==> src/rtl/scc_mouse_pkg.sv <==
// scc_mouse_pkg: shared types, constants and saturating add for the SCC mouse quadrature controller.
//   state_e      FSM states IDLE/SETUP/EDGE/HOLD
//   axis_e       stepped axis selector AX_X/AX_Y
//   ACCEL_THRESH magnitude above which the accelerated HOLD is used (MOUSE_ACCEL_EN builds)
//   sat_add      a+b clamped to the signed range of an acc_w-bit value
package scc_mouse_pkg;
   typedef enum logic [1:0] {IDLE, SETUP, EDGE, HOLD} state_e;
   typedef enum logic {AX_X, AX_Y} axis_e;
   localparam int ACCEL_THRESH = 32;
   function automatic logic signed [31:0] sat_add(input logic signed [31:0] a, input logic signed [31:0] b, input int acc_w);
      logic signed [31:0] s;
      logic signed [31:0] hi;
      logic signed [31:0] lo;
      s  = a + b;
      hi = (32'sd1 <<< (acc_w - 1)) - 32'sd1;
      lo = -hi - 32'sd1;
      return (s > hi) ? hi : (s < lo) ? lo : s;
   endfunction
endpackage

==> src/rtl/scc_mouse_quad_ctrl_axis.sv <==
// scc_mouse_axis: one axis of the mouse -- saturating motion accumulator plus its quadrature line pair.
//   clk, reset_n, cep       clock, async active-low reset, clock enable
//   add_i, delta_i          accept strobe and signed 9-bit motion delta
//   set_dir_i, do_edge_i    SETUP/EDGE strobes from the controller for this axis
//   dir_i                   latched step direction (1 = negative)
//   line1_o, line2_o        edge line (to SCC DCD) and direction line (to VIA)
//   nonzero_o, neg_o, mag_o accumulator status for arbitration and acceleration
module scc_mouse_axis
   import scc_mouse_pkg::*;
#(
   parameter int ACC_W = 10
) (
   input  logic               clk,
   input  logic               reset_n,
   input  logic               cep,
   input  logic               add_i,
   input  logic signed [8:0]  delta_i,
   input  logic               set_dir_i,
   input  logic               do_edge_i,
   input  logic               dir_i,
   output logic               line1_o,
   output logic               line2_o,
   output logic               nonzero_o,
   output logic               neg_o,
   output logic [ACC_W-1:0]   mag_o
);
   logic signed [ACC_W-1:0] acc_q, acc_d;
   logic signed [31:0] adj;
   logic line1_q, line2_q;
   // A packet and a step in the same cycle are folded into one saturating update.
   assign adj   = (add_i ? 32'(delta_i) : 32'sd0) - (do_edge_i ? (dir_i ? -32'sd1 : 32'sd1) : 32'sd0);
   assign acc_d = ACC_W'(sat_add(32'(acc_q), adj, ACC_W));
   always_ff @(posedge clk or negedge reset_n) begin
      if (!reset_n) begin
         acc_q   <= '0;
         line1_q <= 1'b0;
         line2_q <= 1'b0;
      end else if (cep) begin
         acc_q <= acc_d;
         // line2 is set so that it equals the post-toggle line1 for a positive step.
         if (set_dir_i) line2_q <= dir_i ? line1_q : ~line1_q;
         if (do_edge_i) line1_q <= ~line1_q;
      end
   end
   assign line1_o   = line1_q;
   assign line2_o   = line2_q;
   assign nonzero_o = |acc_q;
   assign neg_o     = acc_q[ACC_W-1];
   assign mag_o     = acc_q[ACC_W-1] ? ACC_W'(-acc_q) : ACC_W'(acc_q);
endmodule

==> src/rtl/scc_mouse_quad_ctrl.sv <==
// scc_mouse_quad_ctrl: paces signed mouse motion packets into quadrature steps on X1/X2 and Y1/Y2.
//   clk, reset_n, cep     clock, async active-low reset, clock enable
//   move_valid/ready      motion packet handshake (ready is always 1; overflow saturates)
//   move_dx, move_dy      signed 9-bit deltas
//   x1, y1                edge lines to SCC dcd_a/dcd_b
//   x2, y2                direction lines to VIA PB4/PB5
//   busy                  stepping in progress or motion pending
// One shared step timer, round-robin between axes, so at most one DCD edge per step period.
// Optional MOUSE_ACCEL_EN: shortens HOLD to STEP_DIV/4 ticks while the stepped axis has |acc| > ACCEL_THRESH.
module scc_mouse_quad_ctrl
   import scc_mouse_pkg::*;
#(
   parameter int STEP_DIV = 4096,
   parameter int ACC_W    = 10
) (
   input  logic       clk,
   input  logic       reset_n,
   input  logic       cep,
   input  logic       move_valid,
   output logic       move_ready,
   input  logic [8:0] move_dx,
   input  logic [8:0] move_dy,
   output logic       x1,
   output logic       x2,
   output logic       y1,
   output logic       y2,
   output logic       busy
);
   localparam int TW = (STEP_DIV > 1) ? $clog2(STEP_DIV) : 1;
   state_e state_q;
   axis_e axis_q, rr_q, pick;
   logic dir_q;
   logic [TW-1:0] timer_q, timer_nx;
   logic x_nz, y_nz, x_neg, y_neg, hold_done;
   logic [ACC_W-1:0] x_mag, y_mag;
   scc_mouse_axis #(.ACC_W(ACC_W)) u_x (
      .clk(clk), .reset_n(reset_n), .cep(cep),
      .add_i(move_valid), .delta_i(move_dx),
      .set_dir_i(state_q == SETUP && axis_q == AX_X),
      .do_edge_i(state_q == EDGE && axis_q == AX_X),
      .dir_i(dir_q),
      .line1_o(x1), .line2_o(x2),
      .nonzero_o(x_nz), .neg_o(x_neg), .mag_o(x_mag)
   );
   scc_mouse_axis #(.ACC_W(ACC_W)) u_y (
      .clk(clk), .reset_n(reset_n), .cep(cep),
      .add_i(move_valid), .delta_i(move_dy),
      .set_dir_i(state_q == SETUP && axis_q == AX_Y),
      .do_edge_i(state_q == EDGE && axis_q == AX_Y),
      .dir_i(dir_q),
      .line1_o(y1), .line2_o(y2),
      .nonzero_o(y_nz), .neg_o(y_neg), .mag_o(y_mag)
   );
   assign move_ready = 1'b1;
   assign busy       = (state_q != IDLE) || x_nz || y_nz;
   assign pick       = (x_nz && y_nz) ? rr_q : (x_nz ? AX_X : AX_Y);
   assign timer_nx   = timer_q + TW'(1);
`ifdef MOUSE_ACCEL_EN
   logic fast;
   assign fast      = 32'((axis_q == AX_X) ? x_mag : y_mag) > 32'(ACCEL_THRESH);
   assign hold_done = timer_nx == (fast ? TW'(STEP_DIV / 4 - 1) : TW'(STEP_DIV - 1));
`else
   // Magnitudes only feed the acceleration compare, absent in this build.
   logic unused_mag;
   assign unused_mag = ^{x_mag, y_mag};
   assign hold_done  = timer_nx == TW'(STEP_DIV - 1);
`endif
   always_ff @(posedge clk or negedge reset_n) begin
      if (!reset_n) begin
         state_q <= IDLE;
         axis_q  <= AX_X;
         rr_q    <= AX_X;
         dir_q   <= 1'b0;
         timer_q <= '0;
      end else if (cep) begin
         case (state_q)
            IDLE: if (x_nz || y_nz) begin
               axis_q  <= pick;
               dir_q   <= (pick == AX_X) ? x_neg : y_neg;
               state_q <= SETUP;
            end
            SETUP: state_q <= EDGE;
            EDGE: begin
               rr_q    <= (axis_q == AX_X) ? AX_Y : AX_X;
               timer_q <= '0;
               state_q <= HOLD;
            end
            HOLD: begin
               timer_q <= timer_nx;
               if (hold_done) state_q <= IDLE;
            end
            default: state_q <= IDLE;
         endcase
      end
   end
endmodule
==> config.mk <==
export PLATFORM = sky130hd
export DESIGN_NAME = scc_mouse_quad_ctrl
export DESIGN_NICKNAME = d
export VERILOG_FILES = /design/src/rtl/scc_mouse_pkg.sv /design/src/rtl/scc_mouse_quad_ctrl_axis.sv /design/src/rtl/scc_mouse_quad_ctrl.sv
export SDC_FILE = /design/constraint.sdc
export NUM_CORES = 1
export LEC_CHECK = 0
export ABC_AREA = 1
export BUFFER_PORTS_ARGS = -buffer_cell sky130_fd_sc_hd__buf_2
export CORE_ASPECT_RATIO = 0.5
export CORE_UTILIZATION = 60
export DETAILED_ROUTE_END_ITERATION = 12
export PLACE_DENSITY_LB_ADDON = 0.25
export REMOVE_ABC_BUFFERS = 1
export SLEW_MARGIN = 20
export SYNTH_ARGS = -nofsm -noshare
export SYNTH_HDL_FRONTEND = slang
export SYNTH_HIERARCHICAL = 1
export SYNTH_SLANG_ARGS = --single-unit
==> constraint.sdc <==
create_clock -name clk -period 5.31 [get_ports clk]
set_clock_uncertainty 0.1 [all_clocks]
set_input_delay 0.7965 -clock clk [delete_from_list [all_inputs] [get_ports clk]]
set_output_delay 0.7965 -clock clk [all_outputs]
set_load 0.02 [all_outputs]
; ---- Word-level counts from Yosys, hierarchy flattened
; Index checks and enable logic that the tools add are counted.
[op_classes]
bitwise = 3
eq_ne = 6
n_lt_le_gt_ge = 4
add_sub_neg = 5
muxes = 19
reduce_logical = 21
[op_table]
columns = op, count
row1 = 32-bit 2-to-1 mux, 5
row2 = 10-bit by 32-bit adder with 32-bit output, 2
row3 = "32-bit by 10-bit > comparator with 1-bit output, second input constant", 2
row4 = "32-bit by 10-bit < comparator with 1-bit output, second input constant", 2
row5 = 32-bit subtractor, 2
row6 = 10-bit 2-to-1 mux, 4
row7 = 12-bit case mux with 2 select lines, 1
row8 = 10-bit OR reduction, 2
row9 = "12-bit by 1-bit adder with 12-bit output, second input constant", 1
row10 = "12-bit equality test, second input constant", 1
row11 = 2-bit AND reduction, 6
row12 = 2-bit case mux with 4 select lines, 1
row13 = 1-bit 2-to-1 mux, 6
row14 = 3-bit AND reduction, 2
row15 = 1-bit logical AND, 5
row16 = "2-bit equality test, second input constant", 2
row17 = 2-bit 2-to-1 mux, 2
row18 = "2-bit != test, second input constant", 2
row19 = 2-bit nonzero test, 2
row20 = 1-bit logical OR, 3
row21 = 1-bit NOT, 3
row22 = "2-bit by 1-bit equality test with 1-bit output, second input constant", 1
row23 = 2-bit zero test, 1
[totals]
output_inout_bits = 6
word_cells = 69
reg_bits = 41
input_bits = 22

; ---- Logic depth before layout (Yosys ltp)
[depth]
depth_word = 8
ltp_mapped = 28
mapped_depth_nobuf = 28

; ---- Modules after synthesis
; The synthesis kept the hierarchy.
[modules_own_cells]
columns = module, area_per_inst_um2, seq_area_each_um2, cells_each, n_inst
row1 = scc_mouse_axis at u_y, 1960.6, 300.3, 293, 1
row2 = scc_mouse_axis at u_x, 1945.6, 300.3, 287, 1
row3 = scc_mouse_quad_ctrl, 1139.8, 425.4, 162, 1

; ---- Worst setup path after synthesis
; Ideal clock, no wire load.
[synth_timing]
path_type = register -> register
startpoint = register state_q[0]
endpoint = register u_y.acc_q[0]
n_path_buf = 0
path_stages_with_launch = 27
path_slack_ns = 0.821
t_arrival_ns = 4.273
period_less_slack_ns = 4.489
setup_ns = 0.116
path_cell_list = dfrtp_1 > inv_1 > ha_1 > nand2_1 > inv_1 > nand2_1 > inv_1 > fa_1 > inv_1 > ha_1 > nand2_1 > nor2_1 > nor2_1 > o21ai_0 > nand2_1 > nand3_1 > o21ai_0 > fa_1 > nand2_1 > nor3_1 > nand4_1 > nor2_4 > nand3_2 > o21ai_4 > nand2_1 > nand2_1 > nand2_1
[synth_between]
elab_chain_cells = 8
[synth_lines]
columns = item, line
row1 = from (decl), scc_mouse_quad_ctrl.sv:30  ; state_e state_q;
row2 = from (signal assigned), scc_mouse_quad_ctrl.sv:70  ; state_q <= IDLE;
row3 = from (signal assigned), scc_mouse_quad_ctrl.sv:80  ; state_q <= SETUP;
row4 = from (signal assigned), scc_mouse_quad_ctrl.sv:82  ; SETUP: state_q <= EDGE;
row5 = 2-bit equality test *, scc_mouse_quad_ctrl.sv:49  ; .do_edge_i(state_q == EDGE && axis_q == AX_Y),
row6 = 1-bit logical AND *, scc_mouse_quad_ctrl.sv:49
row7 = 32-bit 2-to-1 mux *, scc_mouse_quad_ctrl_axis.sv:31  ; assign adj = (add_i ? 32'(delta_i) : 32'sd0) - (do_edge_i ? (dir_i ? -32'sd1 : 32'sd1) : 32'sd0);
row8 = 32-bit subtractor *, scc_mouse_quad_ctrl_axis.sv:31
row9 = 10-bit by 32-bit adder with 32-bit output *, scc_mouse_pkg.sv:14  ; s = a + b;
row10 = 32-bit by 10-bit < comparator with 1-bit output, scc_mouse_pkg.sv:17  ; return (s > hi) ? hi : (s < lo) ? lo : s;
row11 = 10-bit 2-to-1 mux, scc_mouse_pkg.sv:17
row12 = 10-bit 2-to-1 mux *, scc_mouse_pkg.sv:17
row13 = to (signal assigned), scc_mouse_quad_ctrl_axis.sv:35  ; acc_q <= '0;
row14 = to (signal assigned), scc_mouse_quad_ctrl_axis.sv:39  ; acc_q <= acc_d;
row15 = to (decl), scc_mouse_quad_ctrl_axis.sv:27  ; logic signed [ACC_W-1:0] acc_q, acc_d;
; Every way passes the cells marked *; elsewhere a longest branch is shown, timed or not.
; A chain may end at the register's enable or synchronous reset.

; ---- Worst setup path in the final report
[layout_timing]
startpoint = register state_q[0]
endpoint = register u_y.acc_q[1]
; Same word-level chain as after synthesis.

==> impl_metrics.yaml <==
worst_setup_path:
  required_ps: 5420
  crit_path_max_fanout: 9
  cpMostUsedCell: "nand2_1"
  arrival_ps: 4900
  cpPeakStageDelay_ps: 500
  path_class: "register to register"
  start_kind: "register"
  slowest_stage: "fa_1"
  worstRegToRegCells: 27
  endpoint_kind: "register"
floorplanning:
  start_util: 0.635
  fp-row-count: 22
  die-width_um: 128
  core_sq_mm: 0.00751
  die_h_um: 65.1
  ios: 28
  fp.dieArea_sq_mm: 0.00834
route:
  postRouteAntennaNets: 0
  drc: 0
  route.vias.total: 4224
  wl_met3_um: 415
  drt_wl_total_um: 9850
  vias_per_cell: 5.09
  wire_per_inst_um: 11.9
  wl_met1_um: 4830
  wl_met2_um: 4530
  top_layer: "met4"
  drt_first_pass_iters: 5
  drtIter0Drc: 327
sta:
  rsz0062_at_grt: "false"
  hold_viol: 0
  relSlewSlack: 0.401
  fin_setup_tns_ps: 0
  max_freq_mhz: 209
  setup-violations-final: 0
  period_share: 0.902
  fin_ws_ps: 522
  slew_violations: 0
  tightest_slew_ps: 898
  fin_crit_ps: 4790
worst_hold_path:
  hold_class: "register to register"
  holdPathStages: 2
place:
  numPortBuffers: 26
  dp_slack_ps: 315
  dp_cells: 821
  hpwl_um: 7940
  gp_congestion: 0.923
layout:
  fillers: 669
  final_util: 0.684
  mostFrequentLayoutCells: "253 x nand2_1, 129 x inv_1, 41 x dfrtp_1"
  antenna_cells: 0
  drive_gt1_frac: 0.115
  nets: 808
  finalNonFillerCells: 830
  final_common_cell: "nand2_1"
  area_delta_synth_final_pct: 7.73
global_route:
  antenna_found_initial: 0
  grt_pass1_vias: 3794
  grt_usage: 0.256
  grt_max_degree: 42
  grt_overflow: 0
  grt_pass1_wl_um: 17000
yosys:
  syn_inst: 696
  synth_area_per_cell_sq_um: 6.86
  synth_area_sq_mm: 0.00477
  synth_warnings: 6
run_status:
  outcome: "finished, final reports clean"
cts:
  htreeDepth: 2
  cts_tree: "built"
  insertion_delay_ps: 280
  postCtsHoldBufs: 0
  ctsRootBufferMaster: "clkbuf_16"
  numClockSinks: 41
  clk_pin_slew_ps: 60
  clockBufferDepth: 2
  cts_made_buffers: 5
flow_run:
  drv_cap: 0
[sequential cells by signal (all words and copies together) (netlist names), 2 cells and up]
name       cells
u_y/acc_q     10
u_x/acc_q     10
timer_q       12
state_q        2
[what timing repair did]
action	in CTS	in global routing
resized for setup	0	3
buffers inserted	0	1
endpoints found under the setup margin	0	9
[worst max-delay path, delay by kind of cell, from the launching register on]
family	cells	cell delay, ps
adder cells (fa/ha/maj)	4	1540
AO/OA/AOI/OAI	3	690
buffers and inverters	5	530
flip-flops	1	390
AND/OR/NAND/NOR	15	1440
[cell type report]
class | instances | area [sq um] | area share
Sequential cell | 41 | 1030 | 0.200
Clock inverter | 2 | 10.0 | 0.00195
Tap cell | 108 | 135 | 0.0263
Timing Repair Buffer | 27 | 138 | 0.0268
Multi-Input combinational cell | 512 | 3200 | 0.622
Clock buffer | 6 | 129 | 0.0251
Inverter | 134 | 507 | 0.0985
[routing by layer]
layer,vias to the layer above,track usage
met3,9,0.0239
met2,94,0.433
met5,-,0
met4,0,0.0485
li1,2176,-
met1,1945,0.362
[metrics by stage]
step / cell area [sq um] / hold slack, ps
after floorplan: 4720 / 349
after global placement: 4990 / 366
after detailed placement: 4990 / 378
after CTS: 5130 / 395
after global routing: 5140 / 413
final: 5140 / 394
[worst paths after layout]
path                                                  to  slack [ps]                   start
worst max-delay path            u_y/acc_q[1]$_DFFE_PN0P_         520  state_q[0]$_DFFE_PN0P_
worst min-delay path                    rr_q$_DFFE_PN0P_         390        rr_q$_DFFE_PN0P_
worst max register to register  u_y/acc_q[1]$_DFFE_PN0P_         520  state_q[0]$_DFFE_PN0P_
worst min register to register          rr_q$_DFFE_PN0P_         390        rr_q$_DFFE_PN0P_
max in group asynchronous       u_y/acc_q[7]$_DFFE_PN0P_        4000                 reset_n
min in group asynchronous        timer_q[11]$_DFFE_PN0P_         540                 reset_n
Power is left out: the tool's default activity adds up to more than one toggle a clock period on the data nets, which glitch-free logic cannot reach.
